[config.mk]
export PLATFORM = sky130hd
export DESIGN_NAME = max_accelerator
export DESIGN_NICKNAME = d
export VERILOG_FILES = /design/src/rtl/max_accelerator.sv
export SDC_FILE = /design/constraint.sdc
export NUM_CORES = 1
export LEC_CHECK = 0
export CAP_MARGIN = 20
export CORE_MARGIN = 2
export CORE_UTILIZATION = 47
export DETAILED_ROUTE_END_ITERATION = 10
export GPL_TIMING_DRIVEN = 0
export PLACE_DENSITY = 0.77
export SYNTH_ARGS = -nofsm -noshare
export SYNTH_HDL_FRONTEND = slang
export SYNTH_SLANG_ARGS = --single-unit
[constraint.sdc]
create_clock -name clk -period 2.2 [get_ports clk]
set_input_delay 0.22 -clock clk [delete_from_list [all_inputs] [get_ports clk]]
set_output_delay 0.22 -clock clk [all_outputs]
set_load 0.005 [all_outputs]
[src/rtl/max_accelerator.sv]
// Streaming signed-maximum reduction over dataValid-framed batches.
// The batch maximum is published on dataOut on the first idle edge after a batch.
module max_accelerator #(
    parameter int DATA_WIDTH = 32
) (
    input  logic                  clk,
    input  logic                  reset,
    input  logic [DATA_WIDTH-1:0] dataIn,
    input  logic                  dataValid,
    output logic [DATA_WIDTH-1:0] dataOut
);

    typedef enum logic [0:0] {
        IDLE  = 1'b0,
        ACCUM = 1'b1
    } state_t;

    state_t                state_r;
    state_t                state_s;
    logic [DATA_WIDTH-1:0] max_r;
    logic [DATA_WIDTH-1:0] max_s;
    logic [DATA_WIDTH-1:0] out_r;
    logic [DATA_WIDTH-1:0] out_s;
    logic                  greater_s;

    // Full-width two's-complement compare; a tie keeps the current max.
    assign greater_s = ($signed(dataIn) > $signed(max_r));

    // Next-state, running-max and result selection.
    always_comb begin
        state_s = state_r;
        max_s   = max_r;
        out_s   = out_r;
        case (state_r)
            IDLE: begin
                if (dataValid) begin
                    // First sample seeds the max so no stale value is ever compared.
                    max_s   = dataIn;
                    state_s = ACCUM;
                end else begin
                    state_s = IDLE;
                end
            end
            ACCUM: begin
                if (dataValid) begin
                    if (greater_s) begin
                        max_s = dataIn;
                    end else begin
                        max_s = max_r;
                    end
                    state_s = ACCUM;
                end else begin
                    out_s   = max_r;
                    state_s = IDLE;
                end
            end
            default: begin
                state_s = IDLE;
                max_s   = {DATA_WIDTH{1'b0}};
                out_s   = {DATA_WIDTH{1'b0}};
            end
        endcase
    end

    // State, running max and published result registers.
    always_ff @(posedge clk) begin
        if (reset) begin
            state_r <= IDLE;
            max_r   <= {DATA_WIDTH{1'b0}};
            out_r   <= {DATA_WIDTH{1'b0}};
        end else begin
            state_r <= state_s;
            max_r   <= max_s;
            out_r   <= out_s;
        end
    end

    assign dataOut = out_r;

endmodule

---- Word-level counts from Yosys, hierarchy flattened ----
Cells that the tools add are included.
word-level totals
  register bits ........................... 65
  latch bits .............................. 0
  memory bits (writable) .................. 0
  ROM bits ................................ 0
  bits of input ports ..................... 35
  output and inout bits ................... 32
  logic and storage cells ................. 16
  memories ................................ 0
cells by class
  $add $sub $neg .......................... 0
  multiply operators ...................... 0
  div/mod/pow operators ................... 0
  order comparisons ....................... 1
  eq/ne operators ......................... 3
  shift-type cells ........................ 0
  muxes and demuxes ....................... 5
  bitwise gates (word level) .............. 2
  reductions and logical operators ........ 2
operators by type and width
  cell                number
  $mux 32             3
  $pmux 32 s2         1
  $gt 32x32->1        1
  $ne 2x2->1 const B  2
  $reduce_and 3->1    1
  $ne 2x1->1 const B  1
  $not 1->1           2
  $reduce_and 2->1    1
  $mux 1              1

---- Longest topological paths before layout ----
  word-level depth ........................ 4
  depth in mapped cells ................... 10
  depth with buffers taken out ............ 9

---- Worst setup path after synthesis ----
OpenSTA, ideal clock, no wires.
  kind .................................... reg-to-reg
  start point ............................. register max_r[14]
  end point ............................... register max_r[0]
  library setup time ...................... 72 ps
  arrival time ............................ 2,197 ps
  required time ........................... 2,128 ps
  path slack .............................. -69 ps
  stages on the path, launching flop included .. 11
  path buffers ............................ 1
  period minus slack after synthesis ...... 2,269 ps
  cell sequence ........................... dfxtp_1 > inv_1 > ha_1 > and4_4 > nand4_4 > nor3_2 > a21boi_2 > a32o_1 > a31oi_4 > buf_12 > mux2i_1
between the ends
  cells in the longest elaborated chain, start to end .. 3
ends and longest elaborated chain
  item                               RTL line  text
  start, declared                    20        logic [DATA_WIDTH-1:0] max_r;
  start signal, assigned             69        max_r <= {DATA_WIDTH{1'b0}};
  start signal, assigned             73        max_r <= max_s;
  $gt 32x32->1                       27        assign greater_s = ($signed(dataIn) > $signed(max_r));
  $ne 2x1->1 (no source line)        -
  $reduce_and 3->1 (no source line)  -
No other way between the ends.
A chain may end at the register's enable or synchronous reset.

---- Worst setup path in the final report ----
  start point ............................. register max_r[22]
  end point ............................... register max_r[22]
The elaborated chain is that of the path after synthesis.

==> insert_results.sql <==
INSERT INTO impl_metrics (metric_group, metric, value, unit) VALUES
('cts', 'clock_tree_from_tritoncts', 'done', ''),
('floorplan', 'floorplan_die_area', '0.00839', 'mm²'),
('setup_path', 'worst_path_max_delay_cell', 'sky130_fd_sc_hd__nor4_4', ''),
('setup_path', 'crit_end', 'max_r[22]$_SDFFE_PP0P_', ''),
('logic_synthesis', 'netlist.area_leader.share', '0.361', ''),
('detailed_routing', 'drt_iter0_drc', '91', ''),
('setup_path', 'worst_r2r_path_depth', '10', ''),
('cells_and_area', 'area.growth.synth_to_final', '39.3', '%'),
('grt', 'grt_pass1_vias', '3011', ''),
('detailed_routing', 'number_of_vias_per_cell', '5.06', ''),
('setup_path', 'worst-path-buf-inv', '3', ''),
('cells_and_area', 'layout.area.seq', '0.00133', 'mm²'),
('sta', 'skew', '0.00737', 'ns'),
('floorplan', 'core_area', '0.00733', 'mm²'),
('logic_synthesis', 'sequential_share_of_the_synthesized_area', '0.361', ''),
('logic_synthesis', 'synth_area_per_cell', '9.06', 'µm²'),
('setup_path', 'worst_setup_path_startpoint', 'max_r[22]$_SDFFE_PP0P_', ''),
('setup_path', 'classification_of_the_worst_setup_path', 'flop to flop', ''),
('placed_design', 'hpwlAfterDp', '5670', 'µm'),
('sta', 'worst-slew-pin-transition', '0.503', 'ns'),
('setup_path', 'crit_path_max_incr_delay', '0.35', 'ns'),
('sta', 'max_freq', '0.418', 'GHz'),
('sta', 'finalCritPeriodShare', '1.09', ''),
('logic_synthesis', 'syn-instance-count', '398', ''),
('outcome', 'status', 'finished, violations left', ''),
('placed_design', 'dpl-instance-area', '0.00438', 'mm²'),
('setup_path', 'crit_path_max_fanout', '7', ''),
('cts', 'htree_num_levels', '3', ''),
('sta', 'final-hold-violation-count', '0', ''),
('cells_and_area', 'fillCellCount', '547', ''),
('cells_and_area', 'ratio_of_cells_with_drive_above_1_in_the_final_layout', '0.272', ''),
('logic_synthesis', 'synth_enable_flop_cells', '0', ''),
('placed_design', 'detailedPlace.worstSlack', '-0.585', 'ns'),
('setup_path', 'cp-start-kind', 'flop', ''),
('logic_synthesis', 'synth.net_count', '465', ''),
('setup_path', 'cp.arrival', '2.66', 'ns'),
('outcome', 'failed_checks', 'setup timing', ''),
('grt', 'grt_antenna_before_repair', '0', ''),
('grt', 'overflow', '0', ''),
('grt', 'grt_pass1_wl', '14200', 'µm'),
('pwr', 'power.static_leakage', '1.97', 'nW'),
('logic_synthesis', 'dominantRegCellSynth', 'sky130_fd_sc_hd__dfxtp_1', ''),
('floorplan', 'chipWidth', '91.6', 'µm'),
('floorplan', 'ioPinCount', '67', ''),
('floorplan', 'initial_utilization', '0.492', ''),
('logic_synthesis', 'synth-async-reset-ratio', '0', ''),
('setup_path', 'worst-path-stages', '10', ''),
('cts', 'cts-buffers-inserted', '9', ''),
('logic_synthesis', 'synth.cells.most_frequent', 'sky130_fd_sc_hd__nand2_1 (69), sky130_fd_sc_hd__dfxtp_1 (65), sky130_fd_sc_hd__a21oi_1 (46)', ''),
('sta', 'final_setup_violations', '32', ''),
('cts', 'cts_root_buffer', 'sky130_fd_sc_hd__clkbuf_8', ''),
('logic_synthesis', 'netlist_area', '0.00361', 'mm²'),
('flow_run', 'drv_cap', '0', ''),
('floorplan', 'die_h', '91.6', 'µm'),
('sta', 'period_needed', '2.39', 'ns'),
('setup_path', 'critical_path.cell_chain', 'inv_1 > ha_1 > nand4_1 > nor4_4 > a21boi_2 > a32o_2 > a31oi_4 > buf_12 > clkbuf_16 > mux2i_1', ''),
('logic_synthesis', 'synth_largest_area_cell', 'sky130_fd_sc_hd__dfxtp_1', ''),
('detailed_routing', 'dr_total_vias', '3013', ''),
('setup_path', 'critical_path.reg2reg.startpoint', 'max_r[22]$_SDFFE_PP0P_', ''),
('cts', 'ctsLongestPathBuffers', '2', ''),
('detailed_routing', 'dr.pass1.iters', '4', ''),
('grt', 'grt_start_max_net_pins', '11', ''),
('cells_and_area', 'diodes', '0', ''),
('grt', 'total_grt_usage', '0.212', ''),
('setup_path', 'timing.critical_path.required', '2.47', 'ns'),
('pwr', 'p_total', '3.08', 'mW'),
('cts', 'worstSkewPairLatency', '0.35', 'ns'),
('cts', 'holdBufCountCts', '0', ''),
('sta', 'setup_ws_final', '-0.193', 'ns'),
('cts', 'worst_setup_hold_path_clk_slew', '0.07', 'ns'),
('pwr', 'irDropWorstVdd', '0.000370', 'V');
[flip-flops by register name (all words and copies together) (netlist names)]
register and flops:
dataOut 32, state_r 1, max_r 32
[metal layers]
layer	GRT usage	up-vias	wire length, µm
met5	0	-	0
met4	0.0947	0	147
met3	0.0390	16	397
met2	0.346	74	4320
met1	0.270	1419	4080
li1	-	1504	-
[what timing repair did]
| item | in CTS | in global routing |
|---|---|---|
| cloned | 1 | 2 |
| setup buffers | 13 | 4 |
| resized for setup | 37 | 17 |
| hold endpoints to repair | 0 | 0 |
| endpoints found under the setup margin | 32 | 32 |
| pin swaps | 4 | 8 |
[cell type report]
type	instances	area share
Tap cell	99	0.0247
Clock buffer	13	0.0336
Sequential cell	65	0.264
Timing Repair Buffer	85	0.174
Buffer	19	0.0259
Inverter	35	0.0261
Multi-Input combinational cell	279	0.452
[worst min path at each step]
| stage | start | slack (ns) | depth (start not counted) | to |
|---|---|---|---|---|
| after floorplan | dataValid | 0.35 | 1 | state_r$_SDFF_PP0_ |
| after global placement | dataOut[5]$_SDFFE_PP0P_ | 0.44 | 2 | dataOut[5]$_SDFFE_PP0P_ |
| after detailed placement | dataOut[30]$_SDFFE_PP0P_ | 0.45 | 2 | dataOut[30]$_SDFFE_PP0P_ |
| after CTS | reset | 0.10 | 2 | dataOut[13]$_SDFFE_PP0P_ |
| after global routing | reset | 0.12 | 2 | dataOut[13]$_SDFFE_PP0P_ |
| final | reset | 0.11 | 2 | dataOut[14]$_SDFFE_PP0P_ |
[through the flow]
stage,setup TNS (ns),utilization
floorplan,0,-
global placement,-16.29,0.598
detailed placement,-17.35,0.598
CTS,-1.53,0.663
global route,-8.04,0.685
finish,-4.82,0.685
[cell usage in the layout, fill, tap and decap left out, types with 2 or more instances in the layout]
cell type	netlist	final
sky130_fd_sc_hd__a21o_1	2	2
sky130_fd_sc_hd__a21oi_1	46	43
sky130_fd_sc_hd__a21oi_2	1	4
sky130_fd_sc_hd__buf_1	2	2
sky130_fd_sc_hd__buf_12	3	4
sky130_fd_sc_hd__buf_4	0	16
sky130_fd_sc_hd__clkbuf_1	13	14
sky130_fd_sc_hd__clkbuf_16	0	2
sky130_fd_sc_hd__clkbuf_8	1	13
sky130_fd_sc_hd__clkdlybuf4s50_1	0	62
sky130_fd_sc_hd__dfxtp_1	65	45
sky130_fd_sc_hd__dfxtp_2	0	20
sky130_fd_sc_hd__dlymetal6s2s_1	0	2
sky130_fd_sc_hd__ha_1	32	18
sky130_fd_sc_hd__ha_4	0	14
sky130_fd_sc_hd__inv_1	35	31
sky130_fd_sc_hd__inv_2	0	4
sky130_fd_sc_hd__mux2i_1	32	32
sky130_fd_sc_hd__nand2_1	69	69
sky130_fd_sc_hd__nand2b_1	12	12
sky130_fd_sc_hd__nand3_1	3	3
sky130_fd_sc_hd__nand4_1	4	4
sky130_fd_sc_hd__nand4_4	2	3
sky130_fd_sc_hd__nor2_1	2	2
sky130_fd_sc_hd__o211ai_1	2	2
sky130_fd_sc_hd__o21ai_0	2	2
sky130_fd_sc_hd__or2b_1	11	11
sky130_fd_sc_hd__or2b_2	42	42
[cell families (layout without fill, tap and decap cells)]
group           after synthesis  count (layout)  synth area share
compound gates               61              61             0.101
buf+inv                      54             152            0.0725
simple gates                154             154             0.266
flops                        65              65             0.361
mux                          32              32            0.0888
fa+ha+maj                    32              32             0.111
[worst reg2reg max path: cells and delay by family (launching register included)]
kind	cells	cell delay, ns
AOI/OAI and AO/OA	3	0.55
adders and majority gates	1	0.29
buffers and inverters	3	0.38
DFF	1	0.34
muxes	1	0.18
and+or+nand+nor	2	0.57
[report_power, final]
part           internal (mW)  switching [mW]
registers               1.26          0.0523
logic                  0.468           0.376
clock network          0.484           0.440
No activity file was read; power rests on OpenSTA's default activity.
